<file path="src/rtl/psg_mixer_pkg.sv">
// Shared constants and types for the PSG channel mixer.
// Config word layout is {pan_l, pan_r, gain}; the pan offsets count upward from the gain MSB + 1.
package psg_mixer_pkg;

  localparam int UNITY_GAIN    = 8;
  localparam int GAIN_SHIFT    = 3;
  localparam int CFG_PAN_R_OFS = 0;
  localparam int CFG_PAN_L_OFS = 1;

  typedef enum logic [0:0] {
    ST_IDLE  = 1'b0,
    ST_ACCUM = 1'b1
  } state_e;

endpackage

</file>
<file path="src/rtl/psg_mixer_sat.sv">
// Saturating clamp from accumulator width down to the output sample width.
module psg_mixer_sat
  import psg_mixer_pkg::*;
#(
  parameter int IN_W  = 15,
  parameter int OUT_W = 12
) (
  input  logic [IN_W-1:0]  acc_i,
  output logic [OUT_W-1:0] sat_o
);

  generate
    if (IN_W > OUT_W) begin : g_clamp
      // Any set bit above the output range means the sum exceeds full scale.
      always_comb begin
        if (|acc_i[IN_W-1:OUT_W]) begin
          sat_o = {OUT_W{1'b1}};
        end else begin
          sat_o = acc_i[OUT_W-1:0];
        end
      end
    end else begin : g_pass
      assign sat_o = OUT_W'(acc_i);
    end
  endgenerate

endmodule

</file>
<file path="src/rtl/psg_mixer.sv">
// Time-multiplexed stereo mixer for NUM_PSG three-channel PSGs: one channel per cycle
// through a single shared multiplier, then a saturated, registered stereo sample.
module psg_mixer
  import psg_mixer_pkg::*;
#(
  parameter  int NUM_PSG    = 2,
  parameter  int IN_WIDTH   = 8,
  parameter  int OUT_WIDTH  = 12,
  parameter  int GAIN_WIDTH = 4,
  localparam int NCH        = 3 * NUM_PSG,
  localparam int IDXW       = $clog2(NCH),
  localparam int MW         = IN_WIDTH + GAIN_WIDTH,
  localparam int ACCW       = IN_WIDTH + GAIN_WIDTH + IDXW
) (
  input  logic                    clock,
  input  logic                    reset,
  input  logic                    sample_stb_i,
  input  logic [NCH*IN_WIDTH-1:0] chan_i,
  input  logic                    mute_i,
  input  logic                    cfg_we_i,
  input  logic [IDXW-1:0]         cfg_addr_i,
  input  logic [GAIN_WIDTH+1:0]   cfg_data_i,
  input  logic                    clear_ovr_i,
  output logic [OUT_WIDTH-1:0]    audio_l_o,
  output logic [OUT_WIDTH-1:0]    audio_r_o,
  output logic                    valid_o,
  output logic                    busy_o,
  output logic                    overrun_o
);

  state_e                  state_q, state_d;
  logic [IDXW-1:0]         idx_q;
  logic [ACCW-1:0]         acc_l_q, acc_r_q, acc_l_d, acc_r_d;
  logic [OUT_WIDTH-1:0]    audio_l_q, audio_r_q, sat_l_s, sat_r_s;
  logic                    valid_q, overrun_q;
  logic [GAIN_WIDTH-1:0]   gain_q [NCH];
  logic [NCH-1:0]          pan_l_q, pan_r_q;
  logic [NCH*IN_WIDTH-1:0] snap_chan_q;
  logic [GAIN_WIDTH-1:0]   snap_gain_q [NCH];
  logic [NCH-1:0]          snap_pan_l_q, snap_pan_r_q;
  logic                    snap_mute_q;
  logic                    busy_s, last_s, start_s, drop_s;
  logic [MW-1:0]           mult_s, term_s;

  // FSM state register
  always_ff @(posedge clock) begin
    if (reset) begin
      state_q <= ST_IDLE;
    end else begin
      state_q <= state_d;
    end
  end

  // FSM next-state logic
  always_comb begin
    state_d = state_q;
    case (state_q)
      ST_IDLE: begin
        if (sample_stb_i) state_d = ST_ACCUM;
        else              state_d = ST_IDLE;
      end
      ST_ACCUM: begin
        if (last_s) state_d = ST_IDLE;
        else        state_d = ST_ACCUM;
      end
      default: state_d = ST_IDLE;
    endcase
  end

  // FSM outputs
  always_comb begin
    busy_s = (state_q == ST_ACCUM);
  end

  assign last_s  = busy_s && (idx_q == IDXW'(NCH - 1));
  assign start_s = sample_stb_i && !busy_s;
  assign drop_s  = sample_stb_i && busy_s;

  // Single shared multiplier; operands come from the frame snapshot only.
  assign mult_s = MW'(snap_chan_q[idx_q*IN_WIDTH +: IN_WIDTH]) * MW'(snap_gain_q[idx_q]);
  assign term_s = mult_s >> GAIN_SHIFT;

  // Accumulator next values including the current channel's term
  always_comb begin
    acc_l_d = acc_l_q;
    acc_r_d = acc_r_q;
    if (snap_pan_l_q[idx_q]) acc_l_d = acc_l_q + ACCW'(term_s);
    else                     acc_l_d = acc_l_q;
    if (snap_pan_r_q[idx_q]) acc_r_d = acc_r_q + ACCW'(term_s);
    else                     acc_r_d = acc_r_q;
  end

  psg_mixer_sat #(.IN_W(ACCW), .OUT_W(OUT_WIDTH)) u_sat_l (.acc_i(acc_l_d), .sat_o(sat_l_s));
  psg_mixer_sat #(.IN_W(ACCW), .OUT_W(OUT_WIDTH)) u_sat_r (.acc_i(acc_r_d), .sat_o(sat_r_s));

  // Live config registers; reset reproduces the even-left / odd-right PSG split.
  always_ff @(posedge clock) begin
    if (reset) begin
      for (int c = 0; c < NCH; c++) begin
        gain_q[c]  <= GAIN_WIDTH'(UNITY_GAIN);
        pan_l_q[c] <= ((c / 3) % 2 == 0);
        pan_r_q[c] <= ((c / 3) % 2 != 0);
      end
    end else if (cfg_we_i && (32'(cfg_addr_i) < 32'(NCH))) begin
      gain_q[cfg_addr_i]  <= cfg_data_i[GAIN_WIDTH-1:0];
      pan_r_q[cfg_addr_i] <= cfg_data_i[GAIN_WIDTH+CFG_PAN_R_OFS];
      pan_l_q[cfg_addr_i] <= cfg_data_i[GAIN_WIDTH+CFG_PAN_L_OFS];
    end
  end

  // Frame snapshot, taken before any same-cycle config write lands
  always_ff @(posedge clock) begin
    if (start_s) begin
      snap_chan_q  <= chan_i;
      snap_gain_q  <= gain_q;
      snap_pan_l_q <= pan_l_q;
      snap_pan_r_q <= pan_r_q;
      snap_mute_q  <= mute_i;
    end
  end

  // Accumulation, output load and overrun tracking
  always_ff @(posedge clock) begin
    if (reset) begin
      idx_q     <= '0;
      acc_l_q   <= '0;
      acc_r_q   <= '0;
      audio_l_q <= '0;
      audio_r_q <= '0;
      valid_q   <= 1'b0;
      overrun_q <= 1'b0;
    end else begin
      valid_q <= 1'b0;
      if (start_s) begin
        idx_q   <= '0;
        acc_l_q <= '0;
        acc_r_q <= '0;
      end else if (busy_s) begin
        idx_q   <= idx_q + IDXW'(1);
        acc_l_q <= acc_l_d;
        acc_r_q <= acc_r_d;
        if (last_s) begin
          audio_l_q <= snap_mute_q ? '0 : sat_l_s;
          audio_r_q <= snap_mute_q ? '0 : sat_r_s;
          valid_q   <= 1'b1;
        end
      end
      if (drop_s)           overrun_q <= 1'b1;
      else if (clear_ovr_i) overrun_q <= 1'b0;
    end
  end

  assign audio_l_o = audio_l_q;
  assign audio_r_o = audio_r_q;
  assign valid_o   = valid_q;
  assign busy_o    = busy_s;
  assign overrun_o = overrun_q;

endmodule

</file>
<file path="config.mk">
export PLATFORM = sky130hd
export DESIGN_NAME = psg_mixer
export DESIGN_NICKNAME = d
export VERILOG_FILES = /design/src/rtl/psg_mixer_pkg.sv /design/src/rtl/psg_mixer_sat.sv /design/src/rtl/psg_mixer.sv
export SDC_FILE = /design/constraint.sdc
export NUM_CORES = 1
export LEC_CHECK = 0
export BUFFER_PORTS_ARGS = -buffer_cell sky130_fd_sc_hd__buf_2
export CORE_UTILIZATION = 40
export CTS_CLUSTER_DIAMETER = 200
export DETAILED_ROUTE_END_ITERATION = 10
export GPL_TIMING_DRIVEN = 0
export PLACE_DENSITY_LB_ADDON = 0.25
export REMOVE_ABC_BUFFERS = 1
export SYNTH_ARGS = -nofsm -noshare
export SYNTH_HDL_FRONTEND = slang
export SYNTH_SLANG_ARGS = --single-unit
</file>
<file path="constraint.sdc">
create_clock -name clock -period 14.7 [get_ports clock]
set_input_delay 3.675 -clock clock [delete_from_list [all_inputs] [get_ports clock]]
set_output_delay 3.675 -clock clock [all_outputs]
set_load 0.01 [all_outputs]
</file>
==> results.json <==
{
  "status": "finished clean",
  "grt_max_degree": 36,
  "die_area_mm2": 0.0227,
  "p_per_area_mw_per_mm2": 146,
  "synth.distinct_cells": 63,
  "final.fill_count": 2061,
  "floorplan.initialDensity_pct": 40.6,
  "grt_pass1_vias": 5617,
  "tns_ns": 0,
  "layout-drive-gt1-share_pct": 17.4,
  "hold_path.startpoint": "gain_q[7]$_SDFFE_PP1P_",
  "fin_skew_ns": 0.0147,
  "die_width_um": 151,
  "hold_path_class": "reg2reg",
  "regToRegEndpoint": "audio_l_o[6]$_SDFFE_PP0P_",
  "first_iter_violations": 314,
  "p_total_mw": 1.49,
  "stdcell_area_mm2": 0.0102,
  "antenna_left": 0,
  "syn_area_per_cell_um2": 10.9,
  "syn_area_mm2": 0.00884,
  "grt_antenna_before_repair": 0,
  "ir_drop_uv": 86.3,
  "fp.dieH_um": 151,
  "routabilityCongestion": 0.875,
  "yosys_register_bits": 181,
  "slowest_stage": "dfxtp_1",
  "end_kind": "flop",
  "min_period_ns": 7.06,
  "grt.total_usage_pct": 17.0,
  "wl_per_cell_um": 15.2,
  "cts_setup_buffers": 0,
  "setup_viol": 0,
  "worstSetupStartpointType": "flop",
  "drcViolationCount": 0,
  "vias_per_cell": 5.10,
  "async_reset_ff_share_pct": 0,
  "ys.flop_type": "dfxtp_1",
  "r2r_cells": 23,
  "relSlewSlack_pct": 15.5,
  "hpwl_mm": 13.1,
  "port_buffers": 89,
  "clockBufferDepth": 2,
  "cp.buffers_inverters": 3,
  "ys_seq_area_share_pct": 50.6,
  "place_area_mm2": 0.00963,
  "cts_max_level": 4,
  "slew_violations": 0,
  "numClockSinks": 181,
  "synth_area_leaders": "edfxtp_1 (29%), dfxtp_1 (22%), mux2i_1 (5.7%)",
  "reg2reg_from": "idx_q[1]$_SDFFE_PP0P_",
  "core.rowCount": 54,
  "clkTransAtPathRegs_ns": 0.08,
  "coreArea_mm2": 0.0218,
  "rrSetupSlack_ns": 7.64,
  "grt_overflow": 0,
  "netlist_instances": 814,
  "p_leak_nw": 4.21,
  "finalHoldViolCount": 0,
  "rsz0062_at_grt": "false",
  "vias": 6053,
  "drt-pass1-iter-count": 5,
  "hold_slack_ns": 0.428,
  "synth_area_leader_cell": "edfxtp_1",
  "tritoncts": "yes",
  "worst_pin_slew_ns": 1.27,
  "yosysWarnings": 0,
  "yosysTopAreaCellShare_pct": 28.9,
  "post-place-ws_ns": 7.60,
  "path_max_fanout": 18,
  "clock_latency_ns": 0.44,
  "cts-hold-fix-buffers": 0,
  "hold_end": "snap_gain_q[7]$_DFFE_PP_",
  "arrival_ns": 7.34,
  "worst_slack_ns": 7.64,
  "critPathMaxStageDelay_ns": 1.04,
  "area_growth_pct": 15.7,
  "period_share_pct": 48.0,
  "drv_cap": 0,
  "cts_root_buffer": "clkbuf_16",
  "worst-endpoint-required_ns": 14.98,
  "routed_wl_mm": 18.0,
  "cts_buffers": 17,
  "cp_cell_sequence": "inv_2 > nand2_1 > nor2_1 > a21oi_1 > nor2b_1 > fa_1 > inv_1 > fa_1 > inv_1 > ha_1 > a21o_1 > a41o_1 > a32o_1 > a311oi_2 > xnor2_1 > ha_1 > and3_1 > nand2_1 > a21oi_1 > o21ai_1 > mux2i_1 > a311o_1 > o211ai_1",
  "hold_depth": 0,
  "antenna_cells": 0,
  "fmax_mhz": 142,
  "nets": 1004,
  "grt_pass1_wl_mm": 29.5,
  "synth_edf_count": 85,
  "cts_resized": 0,
  "critPathKind": "reg2reg",
  "pin_count": 90,
  "critPathTopFamily": "compound AO/OA/AOI/OAI gates"
}
-- per-stage QoR --
| step | util, % | cells |
|---|---|---|
| 2_1_floorplan | - | 779 |
| 3_3_place_gp | 43.6 | 1148 |
| 3_5_place_dp | 44.2 | 1154 |
| 4_1_cts | 47.0 | 1186 |
| 5_1_grt | 47.0 | 1186 |
| 6_report | 47.0 | 1186 |
-- state kept, by name, indices dropped and copies added (netlist names), 3 cells and up --
name,cells
pan_l_q,6
pan_r_q,6
snap_gain_q,24
acc_r_q,15
audio_l_o,12
idx_q,3
snap_chan_q,48
gain_q,24
snap_pan_l_q,6
audio_r_o,12
snap_pan_r_q,6
acc_l_q,15
-- logic make-up (layout without fill, tap and decap cells) --
group / Yosys count / count (layout) / synth area share [%]
and+or+nand+nor: 243 / 243 / 12.3
DFF: 181 / 181 / 50.6
AOI/OAI and AO/OA: 164 / 164 / 12.5
buffers and inverters: 73 / 165 / 3.27
muxes: 68 / 68 / 9.74
adders and majority gates: 48 / 48 / 7.98
xor gates and xnor gates: 37 / 37 / 3.67
-- power breakdown --
group	switching [mW]	total, mW	internal [mW]
logic	0.273	0.464	0.191
registers	0.0152	0.566	0.550
clock network	0.217	0.463	0.245
-- per-layer routing --
layer	share of wire [%]	routed length, µm	GRT usage, %
met1	49	8870	23.4
met3	3.8	683	4.18
met4	0.89	160	4.25
met2	46	8280	26.8
met5	0	0	0
-- worst max-delay path by stage --
stage / startpoint / endpoint / slack, ns / cells past startpoint
floorplan: sample_stb_i / idx_q[1]$_SDFFE_PP0P_ / 6.18 / 3
global placement: sample_stb_i / idx_q[1]$_SDFFE_PP0P_ / 3.97 / 4
detailed placement: idx_q[1]$_SDFFE_PP0P_ / audio_l_o[6]$_SDFFE_PP0P_ / 7.60 / 23
CTS: idx_q[1]$_SDFFE_PP0P_ / audio_l_o[6]$_SDFFE_PP0P_ / 7.58 / 23
global route: idx_q[1]$_SDFFE_PP0P_ / audio_l_o[1]$_SDFFE_PP0P_ / 7.08 / 23
finish: idx_q[1]$_SDFFE_PP0P_ / audio_l_o[6]$_SDFFE_PP0P_ / 7.64 / 23
-- cells in the mapped netlist (8+ instances only) --
cell type,n
o21ai_0,8
xnor2_1,21
a21oi_1,55
nor2b_1,11
nor2_1,99
mux2i_1,50
mux4_2,14
ha_1,34
edfxtp_1,85
nor3_1,8
xor2_1,16
a21o_1,12
o211ai_1,12
dfxtp_1,96
a211oi_1,17
clkbuf_1,26
o21ai_1,22
nand2b_1,8
fa_1,14
nand2_1,72
inv_1,35
nand3_1,13
-- layout make-up --
class / instances / area [µm²] / area share (%)
flip-flops and latches: 181 / 4480 / 43.8
repair buffers: 95 / 567 / 5.54
clock inverters: 14 / 174 / 1.70
clock buffers: 18 / 429 / 4.20
well taps: 280 / 350 / 3.42
multi-input cells: 560 / 4090 / 40.0
inverters: 38 / 143 / 1.39
-- placed cells by master, fill, tap and decap left out, types with 4 or more instances in the layout --
cell type | netlist | routed
nand3_1 | 13 | 13
or2_1 | 5 | 5
and3_1 | 5 | 5
nor2b_1 | 11 | 10
a22oi_1 | 4 | 4
inv_1 | 35 | 35
mux4_2 | 14 | 14
a211oi_1 | 17 | 17
mux2i_1 | 50 | 50
a21o_1 | 12 | 12
fa_1 | 14 | 14
a21oi_1 | 55 | 55
o21bai_1 | 4 | 4
nor3_1 | 8 | 8
xor2_1 | 16 | 16
a221o_1 | 6 | 6
o211ai_1 | 12 | 12
xnor2_1 | 21 | 21
buf_2 | 6 | 89
clkbuf_16 | 0 | 17
edfxtp_1 | 85 | 85
inv_8 | 0 | 5
nand2_1 | 72 | 72
o21ai_0 | 8 | 8
dfxtp_1 | 96 | 94
ha_1 | 34 | 34
o21ai_1 | 22 | 22
nand2b_1 | 8 | 8
nand4_1 | 6 | 6
nor2_1 | 99 | 99
Note: power is estimated with default switching activity, not from simulation.
